===== config.mk =====
export PLATFORM = sky130hd
export DESIGN_NAME = cbus_arbiter
export DESIGN_NICKNAME = d
export VERILOG_FILES = /design/src/rtl/cbus_arbiter.sv
export SDC_FILE = /design/constraint.sdc
export NUM_CORES = 1
export LEC_CHECK = 0
export BUFFER_PORTS_ARGS = -buffer_cell sky130_fd_sc_hd__clkbuf_2
export CAP_MARGIN = 40
export CORE_AREA = 8 8 206 208
export DETAILED_ROUTE_END_ITERATION = 10
export DIE_AREA = 0 0 214 216
export HOLD_SLACK_MARGIN = 0.15
export PLACE_DENSITY = 0.39
export SLEW_MARGIN = 20
export SYNTH_ARGS = -nofsm -noshare
export SYNTH_HDL_FRONTEND = slang
export SYNTH_SLANG_ARGS = --single-unit

===== constraint.sdc =====
create_clock -name clk -period 1.1 [get_ports clk]
set_input_delay 0.11 -clock clk [delete_from_list [all_inputs] [get_ports clk]]
set_output_delay 0.11 -clock clk [all_outputs]
set_load 0.05 [all_outputs]

===== src/rtl/cbus_arbiter.sv =====
// Round-robin arbiter that lets several cache requesters share one memory-side cache bus.
// A grant is held for a whole burst and released only on the response beat flagged ready && last.

package cbus_pkg;
    typedef enum logic [2:0] {
        MLEN1  = 3'd0,
        MLEN2  = 3'd1,
        MLEN4  = 3'd2,
        MLEN8  = 3'd3,
        MLEN16 = 3'd4
    } cbus_len_t;

    typedef struct packed {
        logic        valid;
        logic        is_write;
        logic [2:0]  size;
        logic [31:0] addr;
        logic [7:0]  strobe;
        logic [63:0] data;
        cbus_len_t   len;
        logic [1:0]  burst;
    } cbus_req_t;

    typedef struct packed {
        logic        ready;
        logic        last;
        logic [63:0] data;
    } cbus_resp_t;
endpackage

module cbus_arbiter
    import cbus_pkg::*;
#(
    parameter int NUM_REQ = 2
) (
    input  logic                     clk,
    input  logic                     reset,
    input  cbus_req_t  [NUM_REQ-1:0] ireqs,
    output cbus_resp_t [NUM_REQ-1:0] oresps,
    output cbus_req_t                oreq,
    input  cbus_resp_t               iresp
);

    localparam int GW = (NUM_REQ > 2) ? 2 : 1;

    typedef enum logic {
        IDLE = 1'b0,
        BUSY = 1'b1
    } state_t;

    state_t          r_state;
    state_t          w_stateNext;
    logic [GW-1:0]   r_grant;
    logic [GW-1:0]   r_lastGrant;
    logic [GW-1:0]   w_grantNext;
    logic [GW-1:0]   w_lastGrantNext;
    logic [GW-1:0]   w_pick;
    logic [GW-1:0]   w_cand;
    logic            w_anyValid;

    // Walk downward so the candidate closest above the last grant is written last and wins.
    always_comb begin
        w_pick     = '0;
        w_cand     = '0;
        w_anyValid = 1'b0;
        for (int i = NUM_REQ; i >= 1; i--) begin
            w_cand = GW'((int'(r_lastGrant) + i) % NUM_REQ);
            if (ireqs[w_cand].valid) begin
                w_pick     = w_cand;
                w_anyValid = 1'b1;
            end
        end
    end

    always_comb begin
        w_stateNext     = r_state;
        w_grantNext     = r_grant;
        w_lastGrantNext = r_lastGrant;
        unique case (r_state)
            IDLE: begin
                if (w_anyValid) begin
                    w_stateNext = BUSY;
                    w_grantNext = w_pick;
                end
            end
            BUSY: begin
                if (iresp.ready && iresp.last) begin
                    w_stateNext     = IDLE;
                    w_lastGrantNext = r_grant;
                end
            end
            default: w_stateNext = IDLE;
        endcase
    end

    always_ff @(posedge clk) begin
        if (reset) begin
            r_state     <= IDLE;
            r_grant     <= '0;
            r_lastGrant <= GW'(NUM_REQ - 1);
        end else begin
            r_state     <= w_stateNext;
            r_grant     <= w_grantNext;
            r_lastGrant <= w_lastGrantNext;
        end
    end

    always_comb begin
        oreq   = '0;
        oresps = '0;
        if (r_state == BUSY) begin
            oreq            = ireqs[r_grant];
            oresps[r_grant] = iresp;
        end
    end

endmodule


# [Word level (Yosys, flattened, before mapping)]
# Index checks and enable logic that the tools add are counted.
[word_totals] wordCells=32 output_inout_bits=246 ff_bits=3 in_bits=296
[op_classes] n_lt_le_gt_ge=4 reduce_logical=4 n_mux=17 addsub=2 bitwise=2
[op_table] op="$mux 114" count=7
[op_table] op="$and 132x132->132" count=1
[op_table] op="$mux 132" count=1
[op_table] op="$demux 66 s1" count=1
[op_table] op="$mux 66" count=1
[op_table] op="$lt 1x2->1 const B" count=3
[op_table] op="$mux 1" count=6
[op_table] op="$reduce_and 2->1" count=2
[op_table] op="$add 1x1->1 const B" count=2
[op_table] op="$logic_and 1x1->1" count=2
[op_table] op="$pmux 1 s2" count=1
[op_table] op="$ge 1x1->1 const B" count=1
[op_table] op="$not 1->1" count=1

# [Logic depth before layout (Yosys ltp)]
# Gate-level depths: netlist of the first run.
[logic_depth] ltp_word=7 depth_mapped=4

# [Worst setup path after synthesis of the first run]
# OpenSTA, ideal clock, no wires.
[synth_timing] path_type="flip-flop to output port" from="register r_grant" to="output oreq[0] in the netlist's numbering" setup_slack_ps=-528 t_required_ps=990 arrival_ps=1518 path_stages_with_launch=5 path_cell_list="dfxtp_1 > buf_6 > buf_12 > mux2i_1 > nor2b_1"
[synth_lines] element="from (decl)" line="53" rtl="logic [GW-1:0] r_grant;"
[synth_lines] element="from (signal assigned)" line="103" rtl="r_grant <= w_grantNext;"
[synth_lines] element="to (decl)" line="40" rtl="output cbus_req_t oreq,"

==> summary.txt, run 1 <==
Status
  • Outcome: complete, but fails checks
  • Violated checks: negative setup slack

Setup path
  • CP cell instances: buf_12, nor2b_4, buf_6, clkbuf_16, and2_4, buf_12
  • Worst setup SP type: register
  • Data required time of the worst path: 990 ps
  • Cell mode on critical path: buf_12
  • Critical Path End Type: primary output
  • Critical Path Max Stage Delay: 360 ps
  • Slowest CP cell: dfxtp_4
  • CP max FO: 11
  • Crit Path Class: reg -> out
  • Worst path arrival time: approximately 1500 ps

CTS
  • Clk_lat worst skew: 220 ps
  • Clock tree sinks: 3
  • H-tree lvl count: 1
  • CTS clk-pin slew, worst paths: 30 ps
  • CTS tree: built
  • Root buffer cell: clkbuf_16
  • Clock Path Buffers: 2
  • CTS buffer count: 3

Place
  • DP Area: 10500 um^2
  • # port buffers: about 540
  • Pre-CTS setup slack: -335 ps
  • Final HPWL DP: 22200 um
  • Gp weighted congestion: 0.759

Timing
  • Hold WS: 198 ps
  • Worst setup margin: -539 ps
  • Fin. max-slew vios: 0
  • Final hold violations: 0
  • RSZ-0062 raised after global routing: true
  • Measured slew at the worst slew-check pin: between 200 and 250 ps
  • Relative slew slack: between 80% and 90%
  • Crit share post-route: 149%
  • Clock Skews: 2.68 ps
  • Final setup viols: 249
  • Fmax: 610 MHz
  • Final min period: ~1600 ps

Synthesis
  • Cells after Synth: 422
  • Post-synthesis register bit count: 3
  • Mapped Area: 3260 um^2
  • Most used DFF post-synth: dfxtp_1
  • Number of library cell types mapped by synthesis: 20
  • Seq/Total Area, Yosys: between 1.5 and 2%
  • Ranking of synthesized cells by area: mux2i_1 35%, nor2b_1 22%, and2_1 13%
  • Leading area contributor after synthesis: mux2i_1
  • Commonest cells post-synth: 114 x mux2i_1, 114 x nor2b_1, 66 x and2_1, 66 x and3_1, 20 x clkbuf_1
  • Post-synth top area share: 35.0%
  • Post-synth EDFFs: 0
  • Syn avg cell area: 7.73 um^2
  • Async S/R FF share, synth: 0%
  • Syn Nets: 718
  • Synth Warn #: 0

Final layout
  • Final nets: 1298
  • Fill cell count: 3962
  • Layout cells sized above 1: a little over nine tenths
  • Final Cell Area: around 12000 um^2
  • Area grow syn2layout: 277%
  • Fin util: 31.4%

Power
  • Power Dens Cells: 651 nW/um^2
  • Cell Int Power: 4230 uW
  • Switching Fraction: 47.2%
  • Leak: 0.00533 uW
  • Peak VDD IR: about 0.47 mV
  • Net Sw Power: 3770 uW
  • Combinational Power Share: 91.2%
  • Clock power frac: 7.1%
  • Flop pwr share: 1.7%

Floorplanning
  • FP Rows: 73
  • I/O Pins: between 500 and 600
  • Die width: 214 um
  • Die Ht: 216 um
  • Core area: ~39000 um^2
  • Die Area: 46200 um^2
  • Initial Util: 8.32%

Global route
  • First-pass GRT wire length: 38200 um
  • Largest net degree at the start of global routing: 48
  • Vias in the first global route: 5840
  • Tot GR Track Use: 10.4%
  • GRT overflow: 0
  • Initial antenna violation count: 2

Drt
  • Drt pass-1 iters: 4
  • Final ANT Viol Nets: 0
  • DRC: 0
  • Routed WL per cell: 18.5 um
  • DR vias/cell: 3.50
  • Drt total wl: 28300 um
  • DRT iter0 DRCs: 108
  • Vias: 5347

Job
  • Total of max-cap violations: 0

Worst hold path
  • Hold/Removal Path Class: in -> reg
## worst paths after layout
kind                                          startpoint                       end  slack [ps]  cells after the start
worst max-delay path                r_grant$_SDFFE_PP0P_                oresps[38]        -540                      6
worst min-delay path                          ireqs[227]      r_grant$_SDFFE_PP0P_         200                      3
worst max register to register        r_state$_SDFF_PP0_        r_state$_SDFF_PP0_        -260                      4
worst min register to register  r_lastGrant$_SDFFE_PP1P_  r_lastGrant$_SDFFE_PP1P_         510                      2
## sequential cells by signal, summed over array words and instances (netlist names)
| name | count |
|---|---|
| r_state | 1 |
| r_lastGrant | 1 |
| r_grant | 1 |
## routing by layer
layer	part of all wire, %	routed length [um]	GRT usage [%]
met2	52	14600	19.5
met5	0	0	0
met1	40	11400	11.7
met4	0.84	239	1.33
met3	7.3	2070	3.31
## cell type report
cell class                      count  area [um^2]  area share [%]
Multi-Input combinational cell    370         4290            34.9
Antenna cell                        1         2.50          0.0204
Timing Repair Buffer              622         7180            58.5
Sequential cell                     3         67.6           0.550
Clock buffer                        4         78.8           0.642
Inverter                            2         7.51          0.0611
Tap cell                          525          657            5.35
## cells in the final DEF (no fill, tap or decap), types with 22 or more instances in the layout
master    instances
and3_4           66
buf_4            30
buf_12          214
mux2i_2          36
nor2b_4          40
nor2b_2          75
and2_4           64
clkbuf_2        296
mux2i_4          35
buf_6            22
mux2i_1          43
buf_8            22
## critical path: cells and delay by family (launching register included)
kind                   cells  cell delay, ps
buffers and inverters      4             600
DFF                        1             360
and+or+nand+nor            2             330
## kinds of logic (layout without fill, tap and decap cells)
kind of cell / count (synthesis) / in the layout / share of synthesized area, %
multiplexers: 114 / 114 / 35.0
other: 0 / 1 / 0
AO/OA/AOI/OAI: 4 / 4 / 0.767
buffers and inverters: 49 / 628 / 14.2
flip-flops: 3 / 3 / 1.84
AND/OR/NAND/NOR: 252 / 252 / 48.2
## what timing repair did
action,in CTS,in global routing
hold buffers,1,0
gates cloned,3,15
resized for setup,151,131
endpoints found under the setup margin,249,249
pin swaps,21,3
hold endpoints to repair,1,0
buffers inserted,9,11
## stage by stage
stage / std cells / total power (uW) / TNS [ps]
global placement: 1483 / 6300 / -62620
detailed placement: 1483 / 6320 / -65380
global route: 1526 / 8320 / -127990
floorplan: 422 / 3540 / -25700
finish: 1527 / 8000 / -114580
CTS: 1500 / 7430 / -118150
## power groups by stage
stage          combinational, uW  clock (uW)  sequential (uW)
6_report                    7300         570              133
4_1_cts                     6710         583              137
2_1_floorplan               3410           0              126
3_5_place_dp                6190           0              133
3_3_place_gp                6170           0              132
5_1_grt                     7580         608              135
(Power assumes the default switching activity.)
==> run 2: changes to the inputs <==
--- a/config.mk
+++ b/config.mk
@@ -7,11 +7,13 @@
 export LEC_CHECK = 0
 export BUFFER_PORTS_ARGS = -buffer_cell sky130_fd_sc_hd__clkbuf_2
 export CAP_MARGIN = 40
-export CORE_AREA = 8 8 206 208
+export CELL_PAD_IN_SITES_DETAIL_PLACEMENT = 2
+export CELL_PAD_IN_SITES_GLOBAL_PLACEMENT = 2
+export CORE_AREA = 8 8 207 209
 export DETAILED_ROUTE_END_ITERATION = 10
-export DIE_AREA = 0 0 214 216
+export DIE_AREA = 0 0 215 217
 export HOLD_SLACK_MARGIN = 0.15
-export PLACE_DENSITY = 0.39
+export PLACE_DENSITY = 0.71
 export SLEW_MARGIN = 20
 export SYNTH_ARGS = -nofsm -noshare
 export SYNTH_HDL_FRONTEND = slang
==> run 2 against run 1 <==
  * Critical path type unchanged
  * Routed wire length rose by 14%
  * Clock skew fell by 2.3 ps
  * The flow still finishes with violations (negative setup slack)
  * Via count rose by 5.0%
  * Sequential share of layout area barely moved
  * Total power fell by 5.8%
  * First-iteration DRC count fell by 4.6%
  * Critical endpoint is now oreq[93]
  * Non-clock buffer count rose by 2
  * Highest routed layer unchanged
  * Critical path depth fell by 1
  * Combinational power fell by 6.8%
  * Count of clock-buffer cells in the layout did not move
  * Register-to-register slack improved by 270 ps
  * Largest cell class unchanged
==> summary.txt, run 2 (synthesis gave the netlist of run 1 again) <==
Setup path
  • Slowest CP cell: dfxtp_4
  • CP max FO: 20
  • R2r setup slk: 10 ps
  • CP cell instances: buf_12, buf_4, mux2i_2, nor2b_4, clkbuf_4
  • CP delay by family, top: buffers and inverters
  • Critical Path Max Stage Delay: 380 ps
  • Crit Path Class: reg -> out
  • Worst path bufs/invs: 3
  • Worst path arrival time: roughly 1500 ps
  • Critical Path End Type: primary output
  • Data required time of the worst path: 990 ps
  • Worst setup SP type: register

Timing
  • Crit share post-route: 150%
  • Fin. max-slew vios: 0
  • Relative slew slack: 78.7%
  • Final setup viols: between 200 and 250
  • Final min period: 1650 ps
  • Measured slew at the worst slew-check pin: between 300 and 400 ps
  • RSZ-0062 raised after global routing: true
  • Clock Skews: approximately 0.34 ps
  • Final hold violations: 0
  • TNS Setup: -112370 ps
  • Fmax: ~610 MHz
  • Worst setup margin: -552 ps
  • Hold WS: roughly 210 ps

Drt
  • M1 WL: ~11000 um
  • DR vias/cell: 3.67
  • Uppermost layer routed: met4
  • DRT iter0 DRCs: 103
  • Routed WL per cell: 21.2 um
  • Met3 WL: approximately 2400 um
  • Drt pass-1 iters: 4
  • Met2 WL post-DR: 18000 um
  • Drt total wl: 32400 um
  • Final ANT Viol Nets: 0
  • DRC: 0
  • Vias: ~5600

Global route
  • GRT overflow: 0
  • Tot GR Track Use: 12.1%
  • Vias in the first global route: 6557
  • First-pass GRT wire length: 43700 um
  • Initial antenna violation count: 1
  • Largest net degree at the start of global routing: 85

CTS
  • CTS tree: built
  • Root buffer cell: clkbuf_16
  • CTS clk-pin slew, worst paths: 30 ps
  • Clock Path Buffers: 2
  • Clk_lat worst skew: 230 ps
  • H-tree lvl count: 1
  • CTS buffer count: 3
  • Clock tree sinks: 3

Power
  • Peak VDD IR: 0.339 mV
  • Power Dens Cells: 656 nW/um^2
  • Leak: between 0.005 and 0.006 uW

Floorplanning
  • Initial Util: 8.27%
  • Die width: 215 um
  • Die Ht: 217 um
  • FP Rows: 73
  • I/O Pins: about 540
  • Core area: 39500 um^2
  • Die Area: 46700 um^2

Place
  • Pre-CTS setup slack: -405 ps
  • # port buffers: 541
  • DP Area: 10100 um^2
  • Gp weighted congestion: roughly 0.83
  • Final HPWL DP: approximately 26000 um

Final layout
  • Largest regs: r_grant x1, r_lastGrant x1, r_state x1
  • Final Cell Area: 11500 um^2
  • Fill cell count: 4376
  • Layout cells sized above 1: 93.4%
  • Commonest non-fill, non-tap cell in the layout: clkbuf_2
  • Area grow syn2layout: 252%
  • Final nets: 1300
  • Most frequent cells in the layout: 299 x clkbuf_2, 176 x buf_12, 80 x nor2b_2, 73 x buf_4, 66 x and3_4

Worst hold path
  • Hold/Removal Path Class: in -> reg

Status
  • Outcome: complete, but fails checks
  • Violated checks: negative setup slack

Job
  • Total of max-cap violations: 0
-- run 2: worst paths after layout --
| check | startpoint | cells past startpoint | to |
|---|---|---|---|
| max reg2reg | r_state$_SDFF_PP0_ | 3 | r_state$_SDFF_PP0_ |
| max | r_grant$_SDFFE_PP0P_ | 5 | oreq[93] |
| min | ireqs[227] | 3 | r_grant$_SDFFE_PP0P_ |
| min reg2reg | r_lastGrant$_SDFFE_PP1P_ | 2 | r_lastGrant$_SDFFE_PP1P_ |
-- run 2: metal layers --
layer,global-route usage [%],vias to the layer above
li1,-,2587
met1,12.0,2700
met2,24.2,298
met3,3.70,30
met4,2.59,0
met5,0,-
-- run 2: cell type report --
type	count	area [um^2]	area share, %
Tap cell	525	657	5.72
Timing Repair Buffer	624	6520	56.8
Clock buffer	4	78.8	0.687
Inverter	2	7.51	0.0654
Sequential cell	3	67.6	0.588
Multi-Input combinational cell	370	4140	36.1
Antenna cell	1	2.50	0.0218
-- run 2: metrics by stage --
stage	utilization, %	total power [uW]	std cells
2_1_floorplan	-	3540	422
3_3_place_gp	25.7	6050	1497
3_5_place_dp	25.7	6170	1497
4_1_cts	27.4	7150	1506
5_1_grt	29.1	7820	1528
6_report	29.1	7530	1529
-- run 2: power by group --
group,internal [uW],total (uW),switching [uW]
combinational,3190,6800,3610
clock,480,599,119
sequential,116,131,14.9
total,3790,7530,3750
-- run 2: worst min-delay path: cells and delay by family --
family	cells	cell delay, ps
AOI/OAI and AO/OA	1	50
buffers and inverters	1	140
and+or+nand+nor	1	100
-- run 2: what timing repair did --
item / CTS / global route
gates resized for setup: 139 / 126
pin swaps: 1 / 1
setup buffers: 3 / 16
gates cloned: 1 / 6
hold buffers: 1 / 0
endpoints found under the setup margin: 246 / 247
hold endpoints to repair: 1 / 0
